--- config.mk ---
export PLATFORM = sky130hd
export DESIGN_NAME = logic_arbiter
export DESIGN_NICKNAME = d
export VERILOG_FILES = /design/src/rtl/logic_arbiter.sv
export SDC_FILE = /design/constraint.sdc
export NUM_CORES = 1
export LEC_CHECK = 0
export ABC_AREA = 0
export BUFFER_PORTS_ARGS = -buffer_cell sky130_fd_sc_hd__clkbuf_2
export CAP_MARGIN = 25
export CORE_ASPECT_RATIO = 1.25
export CORE_UTILIZATION = 51
export DETAILED_ROUTE_END_ITERATION = 6
export GPL_TIMING_DRIVEN = 1
export PLACE_DENSITY = 0.95
export SYNTH_ARGS = -nofsm -noshare
export SYNTH_HDL_FRONTEND = slang
export SYNTH_SLANG_ARGS = --single-unit
--- constraint.sdc ---
create_clock -name clk -period 7.3 [get_ports clk]
set_clock_uncertainty 0.15 [all_clocks]
set_input_delay 0.73 -clock clk [delete_from_list [all_inputs] [get_ports clk]]
set_output_delay 0.73 -clock clk [all_outputs]
set_load 0.005 [all_outputs]
--- src/rtl/logic_arbiter.sv ---
// logic_arbiter: round-robin arbiter feeding a one-deep registered bitwise ALU result; res_zero port present when LOGIC_ARB_ZFLAG_EN is defined
module logic_arbiter #(
  parameter int WIDTH = 16,
  parameter int NREQ  = 4
) (
  input  logic                     clk,
  input  logic                     rst_n,
  input  logic [NREQ-1:0]          req_valid,
  output logic [NREQ-1:0]          req_ready,
  input  logic [NREQ*WIDTH-1:0]    req_a,
  input  logic [NREQ*WIDTH-1:0]    req_b,
  input  logic [NREQ*2-1:0]        req_op,
  output logic                     res_valid,
  input  logic                     res_ready,
  output logic [WIDTH-1:0]         res_data,
  output logic [$clog2(NREQ)-1:0]  res_id
`ifdef LOGIC_ARB_ZFLAG_EN
  , output logic                   res_zero
`endif
);
  localparam int IW = $clog2(NREQ);
  typedef enum logic {IDLE, FULL} state_t;
  state_t state_q, state_d;
  logic [IW-1:0] ptr_q, ptr_d, gidx, res_id_q, res_id_d;
  logic [WIDTH-1:0] res_data_q, res_data_d, a, b, alu;
  logic [1:0] op;
  logic found, xfer;
  int k;
  always_comb begin
    found = 1'b0;
    gidx = '0;
    k = 0;
    for (int i = 0; i < NREQ; i++) begin
      k = int'(ptr_q) + i;
      k = k >= NREQ ? k - NREQ : k;
      if (!found && req_valid[IW'(k)]) begin
        found = 1'b1;
        gidx = IW'(k);
      end
    end
  end
  always_comb begin
    a = req_a[gidx*WIDTH +: WIDTH];
    b = req_b[gidx*WIDTH +: WIDTH];
    op = req_op[gidx*2 +: 2];
    alu = op == 2'b00 ? a | b : op == 2'b01 ? a & b : op == 2'b10 ? a ^ b : ~a;
    req_ready = (rst_n && found && (state_q == IDLE || res_ready)) ? NREQ'(1) << gidx : '0;
    xfer = |req_ready;
    state_d = xfer ? FULL : res_ready ? IDLE : state_q;
    ptr_d = xfer ? (gidx == IW'(NREQ-1) ? '0 : gidx + 1'b1) : ptr_q;
    res_data_d = xfer ? alu : res_data_q;
    res_id_d = xfer ? gidx : res_id_q;
  end
  always_ff @(posedge clk or negedge rst_n) begin
    if (!rst_n) begin
      state_q <= IDLE;
      ptr_q <= '0;
      res_data_q <= '0;
      res_id_q <= '0;
    end else begin
      state_q <= state_d;
      ptr_q <= ptr_d;
      res_data_q <= res_data_d;
      res_id_q <= res_id_d;
    end
  end
  assign res_valid = state_q == FULL;
  assign res_data = res_data_q;
  assign res_id = res_id_q;
`ifdef LOGIC_ARB_ZFLAG_EN
  logic zero_q, zero_d;
  assign zero_d = xfer ? ~|alu : zero_q;
  always_ff @(posedge clk or negedge rst_n) begin
    if (!rst_n) zero_q <= 1'b0;
    else zero_q <= zero_d;
  end
  assign res_zero = zero_q;
`endif
endmodule

Word-level counts from Yosys, hierarchy flattened
Index checks and enable logic that the tools add are counted.
{"block": "word_totals", "out_inout_bits": 23, "in_bits": 143, "regBits": 21, "word_cells": 75}
{"block": "classes", "reduce_logical": 12, "n_mux": 31, "n_lt_le_gt_ge": 8, "n_shift": 4, "bitwise": 5, "n_eq_ne": 3, "add_sub_neg": 8}
{"operator": "64-bit by 7-bit indexed part select with 16-bit output", "n": 2}
{"operator": "16-bit two-way mux", "n": 3}
{"operator": "2-bit two-way mux", "n": 9}
{"operator": "16-bit AND", "n": 1}
{"operator": "2-bit by 4-bit less-than comparator with 1-bit output (second input constant)", "n": 4}
{"operator": "16-bit NOT", "n": 1}
{"operator": "16-bit OR", "n": 1}
{"operator": "16-bit XOR", "n": 1}
{"operator": "1-bit two-way mux", "n": 14}
{"operator": "3-bit >= comparator (second input constant)", "n": 3}
{"operator": "1-bit binary-select mux with 2-bit select", "n": 4}
{"operator": "8-bit by 4-bit indexed part select with 2-bit output", "n": 1}
{"operator": "2-bit by 1-bit subtractor with 2-bit output (second input constant)", "n": 4}
{"operator": "2-bit by 2-bit adder with 3-bit output (second input constant)", "n": 2}
{"operator": "1-bit logical AND", "n": 5}
{"operator": "2-bit == test (second input constant)", "n": 2}
{"operator": "4-bit two-way mux", "n": 1}
{"operator": "4-bit OR reduction", "n": 1}
{"operator": "1-bit by 2-bit << shifter with 4-bit output (first input constant)", "n": 1}
{"operator": "2-bit by 1-bit adder with 3-bit output (second input constant)", "n": 1}
{"operator": "2-bit by 3-bit >= comparator with 1-bit output (second input constant)", "n": 1}
{"operator": "1-bit logical NOT", "n": 3}
{"operator": "2-bit by 1-bit adder with 2-bit output (second input constant)", "n": 1}
{"operator": "2-bit by 1-bit == test with 1-bit output (second input constant)", "n": 1}
{"operator": "4 further kinds", "n": 4}

Longest topological paths before layout
Gate-level depths: netlist of run 1.
{"block": "logic_depth", "depth_word": 20, "mapped_depth": 16, "ltp_nobuf": 12}

Least setup slack after synthesis of run 1
No wires, ideal clock.
{"block": "synth_timing", "path_type": "in2reg", "start": "in req_valid[3]", "end": "reg res_data_q[9], in the netlist res_data[9]", "arrival_ns": 3.195, "path_buffers": 3, "t_required_ns": 7.081, "path_slack_ns": 3.885, "setup_time_ns": 0.069, "path_stages": 10, "cell_sequence": "nand2b_4 a211oi_4 nor2_8 buf_1 ha_1 o41ai_1 buf_2 clkbuf_1 a32oi_1 nand3_1"}
{"block": "synth_between", "elab_chain_len": 18, "word_cells_on_any_way": 44, "classes_between": "eq/ne (2); shift (4); mux (24); bitwise (4); reduce/logical (10)"}
{"element": "start, declared", "line": "8", "rtl": "input logic [NREQ-1:0] req_valid,"}
{"element": "1-bit binary-select mux with 2-bit select", "line": "36", "rtl": "if (!found && req_valid[IW'(k)]) begin"}
{"element": "1-bit two-way mux (not written as such) (2 in series)", "line": "36"}
{"element": "1-bit two-way mux", "line": "36"}
{"element": "1-bit logical NOT", "line": "36"}
{"element": "1-bit logical AND", "line": "36"}
{"element": "1-bit two-way mux", "line": "36"}
{"element": "1-bit logical NOT", "line": "36"}
{"element": "1-bit logical AND", "line": "36"}
{"element": "1-bit two-way mux", "line": "36"}
{"element": "1-bit logical NOT", "line": "36"}
{"element": "1-bit logical AND", "line": "36"}
{"element": "2-bit two-way mux (*)", "line": "36"}
{"element": "net gidx[1]", "line": "24", "rtl": "logic [IW-1:0] ptr_q, ptr_d, gidx, res_id_q, res_id_d;"}
{"element": "64-bit by 7-bit indexed part select with 16-bit output, or another cell as far along", "line": "43", "rtl": "a = req_a[gidx*WIDTH +: WIDTH];"}
{"element": "16-bit XOR, or another cell as far along", "line": "46", "rtl": "alu = op == 2'b00 ? a | b : op == 2'b01 ? a & b : op == 2'b10 ? a ^ b : ~a;"}
{"element": "16-bit two-way mux (3 in series)", "line": "46"}
{"element": "end signal, assigned", "line": "63", "rtl": "res_data_q <= res_data_d;"}
{"element": "end, declared", "line": "25", "rtl": "logic [WIDTH-1:0] res_data_q, res_data_d, a, b, alu;"}
The timed path passes the listed nets; every way through them passes the cells marked *. The select of a mux whose other input is x is not followed.
A chain may end at the register's enable or synchronous reset.

Worst setup path after layout of run 1
{"block": "layout_timing", "start": "reg ptr_q[1]", "end": "reg res_data_q[11], in the netlist res_data[11]"}
{"block": "layout_between", "elab_chain_len": 20, "word_cells_on_any_way": 59, "classes_between": "add/sub (7); order compare (4); eq/ne (2); shift (4); mux (28); bitwise (4); reduce/logical (10)"}
{"element": "start, declared", "line": "24"}
{"element": "start signal, assigned", "line": "62", "rtl": "ptr_q <= ptr_d;"}
{"element": "branches (longest 20 deep; another with 2-bit by 1-bit adder with 3-bit output)"}
Parallel ways; which one is timed is not known. The select of a mux whose other input is x is not followed.

==> results of run 1 <==
## synthesized netlist by cell type, types with 2 or more instances
| cell | instances | area (sq um) |
|---|---|---|
| dfrtp_1 | 21 | 525.5 |
| and2_1 | 22 | 137.6 |
| o21ai_2 | 2 | 17.52 |
| nand3_1 | 68 | 340.3 |
| inv_4 | 2 | 12.51 |
| nand2b_1 | 2 | 12.51 |
| o21ai_0 | 19 | 95.09 |
| o211ai_1 | 15 | 112.6 |
| buf_4 | 2 | 15.01 |
| buf_1 | 3 | 11.26 |
| nor2_1 | 31 | 116.4 |
| a21oi_1 | 3 | 15.01 |
| clkbuf_1 | 18 | 67.56 |
| and3_1 | 33 | 206.5 |
| a211oi_1 | 31 | 232.7 |
| inv_1 | 32 | 120.1 |
| a32oi_1 | 15 | 131.4 |
| nand2_1 | 76 | 285.3 |
| buf_2 | 13 | 65.06 |
| a21o_1 | 17 | 127.6 |
| ha_1 | 36 | 450.4 |
| nand3_2 | 3 | 30.03 |
| buf_6 | 4 | 45.04 |
## worst paths after layout
check,from,to,slack [ns],cells past startpoint
max,ptr_q[1]$_DFFE_PN0P_,res_data[11]$_DFFE_PN0P_,3.60,10
min,rst_n,res_id[1]$_DFFE_PN0P_,0.32,1
max reg2reg,ptr_q[1]$_DFFE_PN0P_,res_data[11]$_DFFE_PN0P_,3.60,10
min reg2reg,res_id[1]$_DFFE_PN0P_,res_id[1]$_DFFE_PN0P_,0.34,2
max in group asynchronous,rst_n,res_data[5]$_DFFE_PN0P_,6.29,1
min in group clk,res_id[1]$_DFFE_PN0P_,res_id[1]$_DFFE_PN0P_,0.34,2
## state kept, by name (all words and copies together), names as in the netlist
register / cells
res_id: 2
res_valid: 1
res_data: 16
ptr_q: 2
## cells in the final DEF, fill, tap and decap left out, types with 19 or more instances in the layout
master | Yosys | layout
clkbuf_2 | 1 | 165
nand2_1 | 76 | 76
nand3_1 | 68 | 68
ha_1 | 36 | 36
and3_1 | 33 | 33
inv_1 | 32 | 32
nor2_1 | 31 | 31
a211oi_1 | 31 | 31
and2_1 | 22 | 22
dfrtp_1 | 21 | 21
o21ai_0 | 19 | 19
## where the power goes
part / total [uW] / internal, uW / leakage (uW) / switching [uW]
Sequential: 222 / 174 / 0.000261 / 48.4
Clock: 80.6 / 39.0 / 0.0000228 / 41.6
Combinational: 1070 / 404 / 0.00200 / 671
Total: 1380 / 617 / 0.00228 / 761
## logic make-up (layout without fill, tap and decap cells)
group	count (synthesis)	count (layout)
buffers and inverters	75	205
AO/OA/AOI/OAI	110	110
multiplexers	2	2
flip-flops	21	21
adder cells (fa/ha/maj)	36	36
AND/OR/NAND/NOR	242	242
## routing by layer
metal | GRT usage, % | share of wire, % | up-vias
li1 | - | - | 1977
met2 | 56.83 | 53 | 201
met5 | 0 | 0 | -
met1 | 35.66 | 36 | 1935
met3 | 3.556 | 6.9 | 47
met4 | 15.88 | 3.9 | 0
## through the flow
stage / area [sq um] / cells / setup slack [ns] / total power (uW)
final: 4175 / 701 / 3.602 / 1377
after global routing: 4175 / 701 / 3.401 / 1518
after CTS: 4175 / 701 / 3.650 / 1367
after detailed placement: 4130 / 697 / 3.422 / 1281
after global placement: 4130 / 697 / 3.566 / 1226
after floorplan: 3385 / 486 / 3.885 / 1015
## final cells by class
cell class                 count  area (sq um)  share of cell area, %
clock buffer                   4         45.04                  1.079
multi-input combinational    390          2525                  60.47
tap                           85         106.4                  2.547
inverter                      34         132.6                  3.177
sequential                    21         525.5                  12.59
timing repair buffer         167         840.8                  20.14
==> run summary, run 1 <==
syn_nets -> 665
max-cap violations -> 0
DR vias/cell -> 5.934
TritonCTS clock tree -> built
first-pass GRT wire length -> 17340 um
Die Area -> 0.006968 sq mm
vias in the first global route -> 4055
Routed Wire Length -> 10830 um
crit end category -> flop
clock root buffer master -> clkbuf_8
Post-synth EDFFs -> 0
Port Buffer Count -> 165
complex-gate fraction of the synthesized area -> 24.51%
area grow syn2layout -> 23.36%
simple-gate share of the synthesized area -> 35.93%
ys flop type -> dfrtp_1
leakage power -> 0.002284 uW
post-layout util -> 66.42%
CP top delay family -> compound AO/OA/AOI/OAI gates
xor and xnor area share after synthesis -> 0%
Post-Syn Area -> 0.003384 sq mm
HP Class -> input port to async pin
Slew @ Worst Pin -> 0.9772 ns
later-pin clock latency in the skew report -> 0.26 ns
Global Route Usage Sum -> 31.59%
Cells after Synth -> 486
setup_tns -> 0 ns
Yosys warning count -> 0
hold buffer count at cts -> 0
Final Cycle Share -> 50.65%
Final ANT Viol Nets -> 0
clock sinks -> 21
CP Max Fanout -> 56
Crit path buffers/inverters -> 2
antenna violations before repair -> 0
Pins Over Slew Limit -> 0
# fillers -> 572
main combinational cell family by area after synthesis -> simple AND/OR/NAND/NOR gates
Fin. Hold Viols -> 0
syn_area_per_cell -> 6.964 sq um
via count -> 4160
DR iter-0 viols -> 276
max_slew headroom -> 34.70%
Clock transition at path regs -> 0.08 ns
# IOs -> 166
DRC Markers -> 0
Starting Density -> 53.84%
Post-synth ARST share -> 100.0%
Rows -> 32
outcome -> finished clean
slowest cell on the critical path -> dfrtp_1
setup bufs post-CTS -> 0
Crit Path Class -> flop to flop
mux contribution to synthesized area -> 0.6285%
post-CTS sizing -> 0
register bit total from synthesis -> 21
layout cells sized above 1 -> 31.01%
WP data arrival -> 3.69 ns
Initial DRT Pass Iterations -> 5
RSZ-0062 raised after global routing -> false
width of the die -> 74.86 um
Unique masters post-synth -> 41
Ant. Diodes -> 0
final setup vio count -> 0
crit-path max cell delay -> 0.55 ns
HPWL Detailed -> 8141 um
crit path launch type -> flop
die height -> 93.08 um
largest net degree at the start of global routing -> 57
core area -> 0.006286 sq mm
WL/cell -> 15.45 um
register area share after synthesis -> 15.53%
worst-path cell chain -> nand2b_1, a21o_1, o211a_2, buf_4, inv_4, ha_1, o41a_1, nand3_1, a21o_1, nand3_1
adder-cell share of the synthesized area -> 13.31%
Critical Path RT -> 7.29 ns
Pwr Density -> 329.9 mW/mm^2
Tmin final -> 3.698 ns
H-tree levels -> 1
GPL Wtd Cong -> 0.8876
WHS -> 0.3156 ns
VDD IR max -> 0.0002598 V
Longest Clk Path Bufs -> 2
number of CTS-inserted buffers -> 3
total grt overflow -> 0
final net count -> 796
Fmax -> 0.2704 GHz
Power figures use the tool's default switching activity.
==> inputs of run 2 (changes only) <==
--- a/config.mk
+++ b/config.mk
@@ -9,10 +9,10 @@
 export BUFFER_PORTS_ARGS = -buffer_cell sky130_fd_sc_hd__clkbuf_2
 export CAP_MARGIN = 25
 export CORE_ASPECT_RATIO = 1.25
-export CORE_UTILIZATION = 51
+export CORE_UTILIZATION = 43
 export DETAILED_ROUTE_END_ITERATION = 6
 export GPL_TIMING_DRIVEN = 1
-export PLACE_DENSITY = 0.95
+export PLACE_DENSITY = 0.88
 export SYNTH_ARGS = -nofsm -noshare
 export SYNTH_HDL_FRONTEND = slang
 export SYNTH_SLANG_ARGS = --single-unit
==> constraint.sdc (replaced) <==
create_clock -name clk -period 3.2 [get_ports clk]
set_clock_uncertainty 0.15 [all_clocks]
set_input_delay 0.32 -clock clk [delete_from_list [all_inputs] [get_ports clk]]
set_output_delay 0.32 -clock clk [all_outputs]
set_load 0.005 [all_outputs]
==> run 2 against run 1 <==
Net effect:
- clock-buffer cell count decreased by 1
- register-to-register slack got worse by 3.3 ns
- cell count increased by 3.0%
- via count increased by 0.60%
- clock power increased by 130%
- sequential cell count unchanged
==> run summary, run 2 (synthesis gave the netlist of run 1 again) <==
clock sinks -> 21
first-pass GRT wire length -> 19080 um
Starting Density -> 45.20%
Crit Path Class -> flop to flop
final net count -> 810
total grt overflow -> 0
crit-path max cell delay -> 0.45 ns
Final Cycle Share -> 91.73%
Slew @ Worst Pin -> 0.7298 ns
Reg2Reg Setup Slack -> 0.26 ns
max FFs per register -> 16
Final ANT Viol Nets -> 0
worst-path cell chain -> nor3b_4, a211oi_4, nor2_8, inv_4, buf_4, a211oi_1, nor2_1, inv_1, ha_1, nor2_1, a32oi_1, nand3_1
clock root buffer master -> clkbuf_8
Global Route Usage Sum -> 29.97%
area grow syn2layout -> 27.54%
slowest cell on the critical path -> dfrtp_1
number of CTS-inserted buffers -> 3
Clock transition at path regs -> 0.08 ns
RSZ-0062 raised after global routing -> false
vias in the first global route -> 4120
Top cell by count, worst path -> nor2_1
outcome -> finished clean
post-CTS sizing -> 0
Worst Hold Launch -> res_ready
# fillers -> 718
layout cells sized above 1 -> 32.54%
max_slew headroom -> 51.35%
largest net degree at the start of global routing -> 49
final setup vio count -> 0
hold path depth -> 3
most common cell after layout, fill and taps aside -> clkbuf_2
Critical Path RT -> 3.26 ns
Fmax -> 0.3407 GHz
reg2reg start -> ptr_q[0]$_DFFE_PN0P_
H-tree levels -> 1
crit path launch type -> flop
via count -> 4185
HP Class -> input port to flop
Rows -> 35
# IOs -> 166
leakage power -> 0.002361 uW
GPL Wtd Cong -> 0.9118
Hold Crit Endpoint -> res_valid$_DFFE_PN0P_
most frequent cells in the layout -> 165 x clkbuf_2, 76 x nand2_1, 68 x nand3_1
R2R depth -> 12
VDD IR max -> 0.0004018 V
Initial DRT Pass Iterations -> 5
Routed Wire Length -> 12100 um
HPWL Detailed -> 9400 um
Pins Over Slew Limit -> 0
DRC Markers -> 0
antenna violations before repair -> 0
Longest Clk Path Bufs -> 2
crit end category -> flop
setup_tns -> 0 ns
R2R Path End -> res_data[9]$_DFFE_PN0P_
TritonCTS clock tree -> built
width of the die -> 81.35 um
core area -> 0.007488 sq mm
DR iter-0 viols -> 331
max-cap violations -> 0
Pwr Density -> 770.1 mW/mm^2
total power -> 3324 uW
Crit path buffers/inverters -> 3
CP top delay family -> simple AND/OR/NAND/NOR gates
WP data arrival -> 2.99 ns
Die Area -> 0.008232 sq mm
CP Max Fanout -> 27
setup bufs post-CTS -> 0
Port Buffer Count -> 165
die height -> 101.2 um
DR vias/cell -> 5.796
Fin. Hold Viols -> 0
Tmin final -> 2.935 ns
Ant. Diodes -> 0
later-pin clock latency in the skew report -> 0.27 ns
WL/cell -> 16.75 um
==> run 2: routing by layer <==
metal  up-vias  part of all wire [%]  global-route usage (%)
met5         -                     0                       0
met4         0                   4.6                   16.48
met3        51                   6.6                   3.964
met2       213                    51                   53.53
met1      1913                    37                   33.68
li1       2008                     -                       -
==> run 2: what timing repair did <==
item,4_1_cts,5_1_grt
endpoints found under the setup margin,0,1
endpoints found under the hold margin,21,0
hold buffers,1,0
==> run 2: how the worst max path moves through the flow <==
stage / start / to / slack (ns) / depth (start not counted)
after CTS: ptr_q[0]$_DFFE_PN0P_ / res_data[9]$_DFFE_PN0P_ / 0.24 / 12
after global placement: req_valid[3] / res_data[0]$_DFFE_PN0P_ / 0.40 / 13
after global routing: ptr_q[1]$_DFFE_PN0P_ / res_data[9]$_DFFE_PN0P_ / 0.03 / 12
after detailed placement: req_valid[3] / res_data[9]$_DFFE_PN0P_ / 0.26 / 13
after floorplan: ptr_q[1]$_DFFE_PN0P_ / res_data[9]$_DFFE_PN0P_ / 0.14 / 13
final: ptr_q[0]$_DFFE_PN0P_ / res_data[9]$_DFFE_PN0P_ / 0.26 / 12
==> run 2: power breakdown <==
group / switching (uW) / internal [uW]
combinational: 1610 / 1020
clock: 102 / 87.2
sequential: 107 / 395
total: 1820 / 1510
==> run 2: metrics by stage <==
stage               hold WS [ns]  setup WS (ns)  cells  area, sq um  util [%]
floorplan                -0.1256         0.1420    486         3392         -
global placement          0.1915         0.4030    717         4260     56.89
detailed placement        0.2093         0.2589    717         4260     56.89
CTS                       0.1765         0.2368    722         4317     57.64
global route              0.1898        0.03183    722         4317     57.64
finish                    0.1723         0.2645    722         4317     57.64
==> run 2: tightest hold or removal path, cell delays in order <==
cell      delay, ns
clkbuf_2       0.07
nand2b_1       0.11
nand2_1        0.06
==> run 2: final cells by class <==
class / instances / area [sq um] / share of cell area, %
Inverter: 34 / 132.6 / 3.072
Sequential cell: 21 / 525.5 / 12.17
Clock inverter: 1 / 5.005 / 0.1159
Tap cell: 92 / 115.1 / 2.667
Timing Repair Buffer: 181 / 960.9 / 22.26
Multi-Input combinational cell: 390 / 2536 / 58.75
Clock buffer: 3 / 41.29 / 0.9565
